## src/rtl/mdu_pkg.sv

```systemverilog
// Shared constants for the iterative multiply/divide unit: op codes, FSM states, datapath width.
package mdu_pkg;

  localparam int unsigned MDU_WIDTH = 32;

  localparam logic [1:0] OP_MULTU = 2'b00;
  localparam logic [1:0] OP_DIVU  = 2'b01;
  localparam logic [1:0] OP_MULT  = 2'b10;
  localparam logic [1:0] OP_DIV   = 2'b11;

  typedef enum logic [1:0] {
    IDLE = 2'd0,
    RUN  = 2'd1,
    DONE = 2'd2
  } state_e;

endpackage

```

## src/rtl/mdu_sign_adjust.sv

```systemverilog
// Conditional two's-complement negate; used for operand magnitudes and result sign correction.
module mdu_sign_adjust #(
  parameter int unsigned W = 32
) (
  input  logic         neg,
  input  logic [W-1:0] din,
  output logic [W-1:0] dout_c
);

  always_comb begin
    dout_c = neg ? (~din + W'(1)) : din;
  end

endmodule

```

## src/rtl/mdu_iterative.sv

```systemverilog
// Iterative 32-step multiply (shift-add) / divide (restoring) unit with HI/LO results.
// Signed MULT/DIV support is compiled in only when MDU_SIGNED_EN is defined.
module mdu_iterative
  import mdu_pkg::*;
#(
  parameter int unsigned WIDTH = MDU_WIDTH
) (
  input  logic             clk,
  input  logic             rstb,
  input  logic             start,
  input  logic [1:0]       op,
  input  logic [WIDTH-1:0] src_a,
  input  logic [WIDTH-1:0] src_b,
  output logic             busy,
  output logic             done,
  output logic [WIDTH-1:0] hi,
  output logic [WIDTH-1:0] lo,
  output logic             div_by_zero
);

  localparam int unsigned CNT_W = $clog2(WIDTH);
  localparam int unsigned ACC_W = 2 * WIDTH;

  state_e           state_q, state_d;
  logic [CNT_W-1:0] cnt_q, cnt_d;
  logic [ACC_W-1:0] acc_q, acc_d;
  logic [WIDTH-1:0] opb_q, opb_d;
  logic             is_div_q, is_div_d;
  logic             dbz_pend_q, dbz_pend_d;
  logic             busy_q, busy_d;
  logic             done_q, done_d;
  logic [WIDTH-1:0] hi_q, hi_d;
  logic [WIDTH-1:0] lo_q, lo_d;
  logic             dbz_q, dbz_d;

  logic             is_div_in;
  logic             dbz_in;
  logic [WIDTH-1:0] mag_a;
  logic [WIDTH-1:0] mag_b;
  logic [ACC_W-1:0] iter_next;
  logic [ACC_W-1:0] fin;

  // op[0] selects divide for both the signed and unsigned encodings
  assign is_div_in = op[0];
  assign dbz_in    = is_div_in && (src_b == '0);

`ifdef MDU_SIGNED_EN
  logic             signed_in;
  logic             sa_in;
  logic             sb_in;
  logic             neg_res_q, neg_res_d;
  logic             neg_rem_q, neg_rem_d;
  logic [ACC_W-1:0] prod_adj;
  logic [WIDTH-1:0] quo_adj;
  logic [WIDTH-1:0] rem_adj;

  assign signed_in = (op == OP_MULT) || (op == OP_DIV);
  assign sa_in     = signed_in && src_a[WIDTH-1];
  assign sb_in     = signed_in && src_b[WIDTH-1];

  // A divide by zero keeps the raw dividend so the remainder falls out as src_a bits
  mdu_sign_adjust #(.W(WIDTH)) u_mag_a (.neg(sa_in && !dbz_in), .din(src_a), .dout_c(mag_a));
  mdu_sign_adjust #(.W(WIDTH)) u_mag_b (.neg(sb_in), .din(src_b), .dout_c(mag_b));

  mdu_sign_adjust #(.W(ACC_W)) u_prod (.neg(neg_res_q), .din(iter_next), .dout_c(prod_adj));
  mdu_sign_adjust #(.W(WIDTH)) u_quo  (.neg(neg_res_q), .din(iter_next[WIDTH-1:0]),
                                       .dout_c(quo_adj));
  mdu_sign_adjust #(.W(WIDTH)) u_rem  (.neg(neg_rem_q), .din(iter_next[ACC_W-1:WIDTH]),
                                       .dout_c(rem_adj));

  always_comb begin
    fin = is_div_q ? {rem_adj, quo_adj} : prod_adj;
  end
`else
  logic unused_op_msb;

  assign unused_op_msb = op[1];
  assign mag_a         = src_a;
  assign mag_b         = src_b;

  always_comb begin
    fin = iter_next;
  end
`endif

  // One iteration step: shift-add for multiply, restoring shift-subtract for divide
  logic [WIDTH:0] mul_sum;
  logic [WIDTH:0] rem_sh;
  logic [WIDTH:0] rem_diff;

  always_comb begin
    mul_sum  = {1'b0, acc_q[ACC_W-1:WIDTH]} + (acc_q[0] ? {1'b0, opb_q} : '0);
    rem_sh   = {acc_q[ACC_W-1:WIDTH], acc_q[WIDTH-1]};
    rem_diff = rem_sh - {1'b0, opb_q};
    if (!is_div_q) begin
      iter_next = {mul_sum, acc_q[WIDTH-1:1]};
    end else if (!rem_diff[WIDTH]) begin
      iter_next = {rem_diff[WIDTH-1:0], acc_q[WIDTH-2:0], 1'b1};
    end else begin
      iter_next = {rem_sh[WIDTH-1:0], acc_q[WIDTH-2:0], 1'b0};
    end
  end

  always_comb begin
    state_d    = state_q;
    cnt_d      = cnt_q;
    acc_d      = acc_q;
    opb_d      = opb_q;
    is_div_d   = is_div_q;
    dbz_pend_d = dbz_pend_q;
    busy_d     = busy_q;
    done_d     = 1'b0;
    hi_d       = hi_q;
    lo_d       = lo_q;
    dbz_d      = dbz_q;
`ifdef MDU_SIGNED_EN
    neg_res_d  = neg_res_q;
    neg_rem_d  = neg_rem_q;
`endif

    case (state_q)
      IDLE, DONE: begin
        busy_d = 1'b0;
        if (start) begin
          state_d    = RUN;
          busy_d     = 1'b1;
          cnt_d      = '0;
          acc_d      = {WIDTH'(0), mag_a};
          opb_d      = mag_b;
          is_div_d   = is_div_in;
          dbz_pend_d = dbz_in;
          dbz_d      = 1'b0;
`ifdef MDU_SIGNED_EN
          neg_res_d  = sa_in ^ sb_in;
          neg_rem_d  = sa_in;
`endif
        end else if (state_q == DONE) begin
          state_d = IDLE;
        end
      end
      RUN: begin
        acc_d = iter_next;
        cnt_d = cnt_q + CNT_W'(1);
        if (cnt_q == CNT_W'(WIDTH - 1)) begin
          state_d = DONE;
          busy_d  = 1'b0;
          done_d  = 1'b1;
          dbz_d   = dbz_pend_q;
          // Divide by zero: quotient all ones, remainder is the untouched dividend
          if (dbz_pend_q) begin
            hi_d = iter_next[ACC_W-1:WIDTH];
            lo_d = '1;
          end else begin
            hi_d = fin[ACC_W-1:WIDTH];
            lo_d = fin[WIDTH-1:0];
          end
        end
      end
      default: begin
        state_d = IDLE;
        busy_d  = 1'b0;
      end
    endcase
  end

  always_ff @(posedge clk or negedge rstb) begin
    if (!rstb) begin
      state_q    <= IDLE;
      cnt_q      <= '0;
      acc_q      <= '0;
      opb_q      <= '0;
      is_div_q   <= 1'b0;
      dbz_pend_q <= 1'b0;
      busy_q     <= 1'b0;
      done_q     <= 1'b0;
      hi_q       <= '0;
      lo_q       <= '0;
      dbz_q      <= 1'b0;
`ifdef MDU_SIGNED_EN
      neg_res_q  <= 1'b0;
      neg_rem_q  <= 1'b0;
`endif
    end else begin
      state_q    <= state_d;
      cnt_q      <= cnt_d;
      acc_q      <= acc_d;
      opb_q      <= opb_d;
      is_div_q   <= is_div_d;
      dbz_pend_q <= dbz_pend_d;
      busy_q     <= busy_d;
      done_q     <= done_d;
      hi_q       <= hi_d;
      lo_q       <= lo_d;
      dbz_q      <= dbz_d;
`ifdef MDU_SIGNED_EN
      neg_res_q  <= neg_res_d;
      neg_rem_q  <= neg_rem_d;
`endif
    end
  end

  assign busy        = busy_q;
  assign done        = done_q;
  assign hi          = hi_q;
  assign lo          = lo_q;
  assign div_by_zero = dbz_q;

endmodule
```

## config.mk

```make
export PLATFORM = sky130hd
export DESIGN_NAME = mdu_iterative
export DESIGN_NICKNAME = d
export VERILOG_FILES = /design/src/rtl/mdu_pkg.sv /design/src/rtl/mdu_sign_adjust.sv /design/src/rtl/mdu_iterative.sv
export SDC_FILE = /design/constraint.sdc
export NUM_CORES = 1
export LEC_CHECK = 0
export CORE_ASPECT_RATIO = 1.75
export CORE_MARGIN = 3
export CORE_UTILIZATION = 36
export DETAILED_ROUTE_END_ITERATION = 6
export SETUP_SLACK_MARGIN = 0.4
export SYNTH_ARGS = -nofsm -noshare
export SYNTH_HDL_FRONTEND = slang
export SYNTH_SLANG_ARGS = --single-unit
```

## constraint.sdc

```tcl
create_clock -name clk -period 3.62 [get_ports clk]
set_input_delay 0.362 -clock clk [delete_from_list [all_inputs] [get_ports clk]]
set_output_delay 0.362 -clock clk [all_outputs]
set_load 0.05 [all_outputs]
```

==> flow_summary.json <==
{
  "n_antenna_cell": 0,
  "fmax_ghz": 0.2897,
  "rsz0062_at_grt": "yes",
  "final-hold-violation-count": 0,
  "post-dp-hpwl_um": 29130,
  "root_buffer": "clkbuf_16",
  "min-delay-path-class": "reg -> reg",
  "slew_viol_final": 0,
  "synth_top_area_cell": "dfrtp_1",
  "crit_chain": "ha_4, nand4_1, or4b_4, or3_4, o2111a_2, nor3_4, buf_12, buf_12, o21ai_1, a31oi_2, mux2_4",
  "overflow": 0,
  "synth_area_sq_um": 11600,
  "insertion_delay_ps": 460,
  "end_kind": "flip-flop",
  "post-route-util_pct": 48.56,
  "yosysMostFrequentCell": "dfrtp_1",
  "ys_ff_latch": 172,
  "final-setup-viol-count": 0,
  "crit_arrival_ps": 3840,
  "fin_skew_ps": 15.04,
  "async_flop_share_pct": 100.0,
  "yosysUniqueCellTypes": 80,
  "clkSinkCount": 172,
  "timing.final.ws_setup_ps": 168.6,
  "relSlewSlack_pct": 22.33,
  "wl_per_cell_um": 21.64,
  "start_util_pct": 36.66,
  "critPathBufInv": 2,
  "portBuffers": 134,
  "layout_worst_path_cycle_share_pct": 95.34,
  "period_needed_ps": 3451,
  "critPathKind": "reg -> reg",
  "tightest_slew_ps": 1165,
  "drt_iter0_markers": 837,
  "drive_gt1_share_pct": 17.31,
  "crit_family": "simple AND/OR/NAND/NOR gates",
  "viasPerCell": 5.811,
  "synth_ff_type": "dfrtp_1",
  "yosysWarnings": 0,
  "syn-num-nets": 1481,
  "area_delta_synth_final_pct": 32.44,
  "grt_pass1_vias": 11200,
  "synth_area_leaders": "dfrtp_1 37%, ha_1 7.1%, o21ai_0 5.4%, nand2_1 3.8%, a21oi_1 3.7%",
  "synth.top_cell.area_share_pct": 37.11,
  "die_area_sq_um": 34490,
  "ant_nets": 0,
  "rows": 86,
  "drt-total-wl_um": 41570,
  "cpMostUsedCell": "buf_12",
  "syn_area_per_cell_sq_um": 8.630,
  "final_cell_area_sq_um": 15360,
  "vias": 11160,
  "drc": 0,
  "path_clk_slew_ps": 70,
  "coreArea_sq_um": 31640,
  "grt_antenna_before_repair": 0,
  "fp.dieW_um": 141.7,
  "ios": 136,
  "layout.nets": 1649,
  "worstSetupStartpointType": "flip-flop",
  "firstDrtPassIters": 5,
  "drv_cap": 0,
  "slowest_delay_ps": 580,
  "synth-edff-count": 0,
  "gp_congestion": 0.9815,
  "cts_inserted_buffers": 17,
  "cp.required_ps": 4010,
  "grt_pass1_wl_um": 62910,
  "synth_common_cells": "172 x dfrtp_1, 126 x o21ai_0, 117 x nand2_1, 107 x nor2_1, 85 x a21oi_1",
  "cts_tree": "built",
  "place_ws_ps": -51.90,
  "status": "completed",
  "cts_max_level": 4,
  "seq_area_frac_synth_pct": 37.11,
  "syn_inst": 1344,
  "die_h_um": 243.5,
  "cp_slowest_cell": "or4b_4",
  "groute.usage.overall_pct": 23.46,
  "clk_path_buf_depth": 2,
  "place_area_sq_um": 13720,
  "grt_max_degree": 79,
  "crit_fanout": 8
}
[path summary, 6_finish.rpt]
path / start / endpoint / slack (ps) / cells after the start
min in group asynchronous: rstb / opb_q[13] / 540 / 2
worst min-delay path: hi[31] / hi[31] / 490 / 2
worst max-delay path: acc_q[55] / hi[6] / 170 / 11
worst max register to register: acc_q[55] / hi[6] / 170 / 11
max in group asynchronous: rstb / opb_q[27] / 2300 / 3
worst min register to register: hi[31] / hi[31] / 490 / 2
[worst reg2reg max path, delay by kind of cell, from the launching register on]
kind / cells / cell delay [ps]
adder cells (fa/ha/maj): 1 / 290
AND/OR/NAND/NOR: 4 / 1490
flip-flops: 1 / 460
AO/OA/AOI/OAI: 3 / 660
buffers and inverters: 2 / 300
multiplexers: 1 / 190
[area by class of cell]
class                      instances  area [sq um]
clock buffer                      20         446.7
timing repair buffer             234          2335
tap                              396         495.5
sequential                       172          4314
clock inverter                    12         132.6
multi-input combinational       1030          7423
inverter                          57         214.0
fill                            3088         16270
[placed cells by master, fill, tap and decap left out, types with 12 or more instances in the layout]
cell and n:
dfrtp_1 166, clkdlybuf4s50_1 133, nand2_1 117, o21ai_0 112
nor2_1 105, buf_4 75, a21oi_1 68, inv_1 54
ha_1 45, a31oi_1 44, and2_1 39, nand3_1 39
mux2i_1 38, a22oi_1 35, a21o_1 31, xnor2_1 30
o21ai_1 21, clkbuf_16 19, xor2_1 17, a21oi_2 16
nand4_1 16, ha_4 16, o31ai_1 13, a22o_1 12
buf_12 12
[what timing repair did]
action	in CTS	in global routing
resized for setup	73	77
endpoints found under the hold margin	41	0
setup buffers	14	15
hold buffers	1	0
gates cloned	1	2
pin swaps	40	42
endpoints found under the setup margin	66	66
[through the flow]
step / hold slack [ps] / std cells / TNS (ps)
3_5_place_dp: 475.1 / 1856 / -217.6
2_1_floorplan: 66.41 / 1344 / 0
3_3_place_gp: 468.5 / 1856 / -16.57
5_1_grt: 502.2 / 1921 / 0
6_report: 488.2 / 1921 / 0
4_1_cts: 475.7 / 1904 / 0
[routing by layer]
layer | GRT usage, % | part of all wire (%) | wire [um]
met3 | 4.321 | 5.6 | 2342
met1 | 26.95 | 38 | 15940
met2 | 41.43 | 52 | 21490
met4 | 11.30 | 4.3 | 1786
met5 | 0 | 0 | 0
[kinds of logic after synthesis]
group,count (synthesis),synth area share [%]
XOR/XNOR,48,3.625
buffers and inverters,142,4.887
AO/OA/AOI/OAI,473,26.41
adder cells (fa/ha/maj),68,7.465
flip-flops,172,37.11
AND/OR/NAND/NOR,394,16.36
multiplexers,47,4.142
[state kept, by name (all words and copies together) (netlist names), 2 cells and up]
name and cells:
state_q 2, hi 32, lo 32, acc_q 64, opb_q 32, cnt_q 5
Power is left out: the tool's default activity adds up to more than one toggle a clock period on the data nets, which glitch-free logic cannot reach.
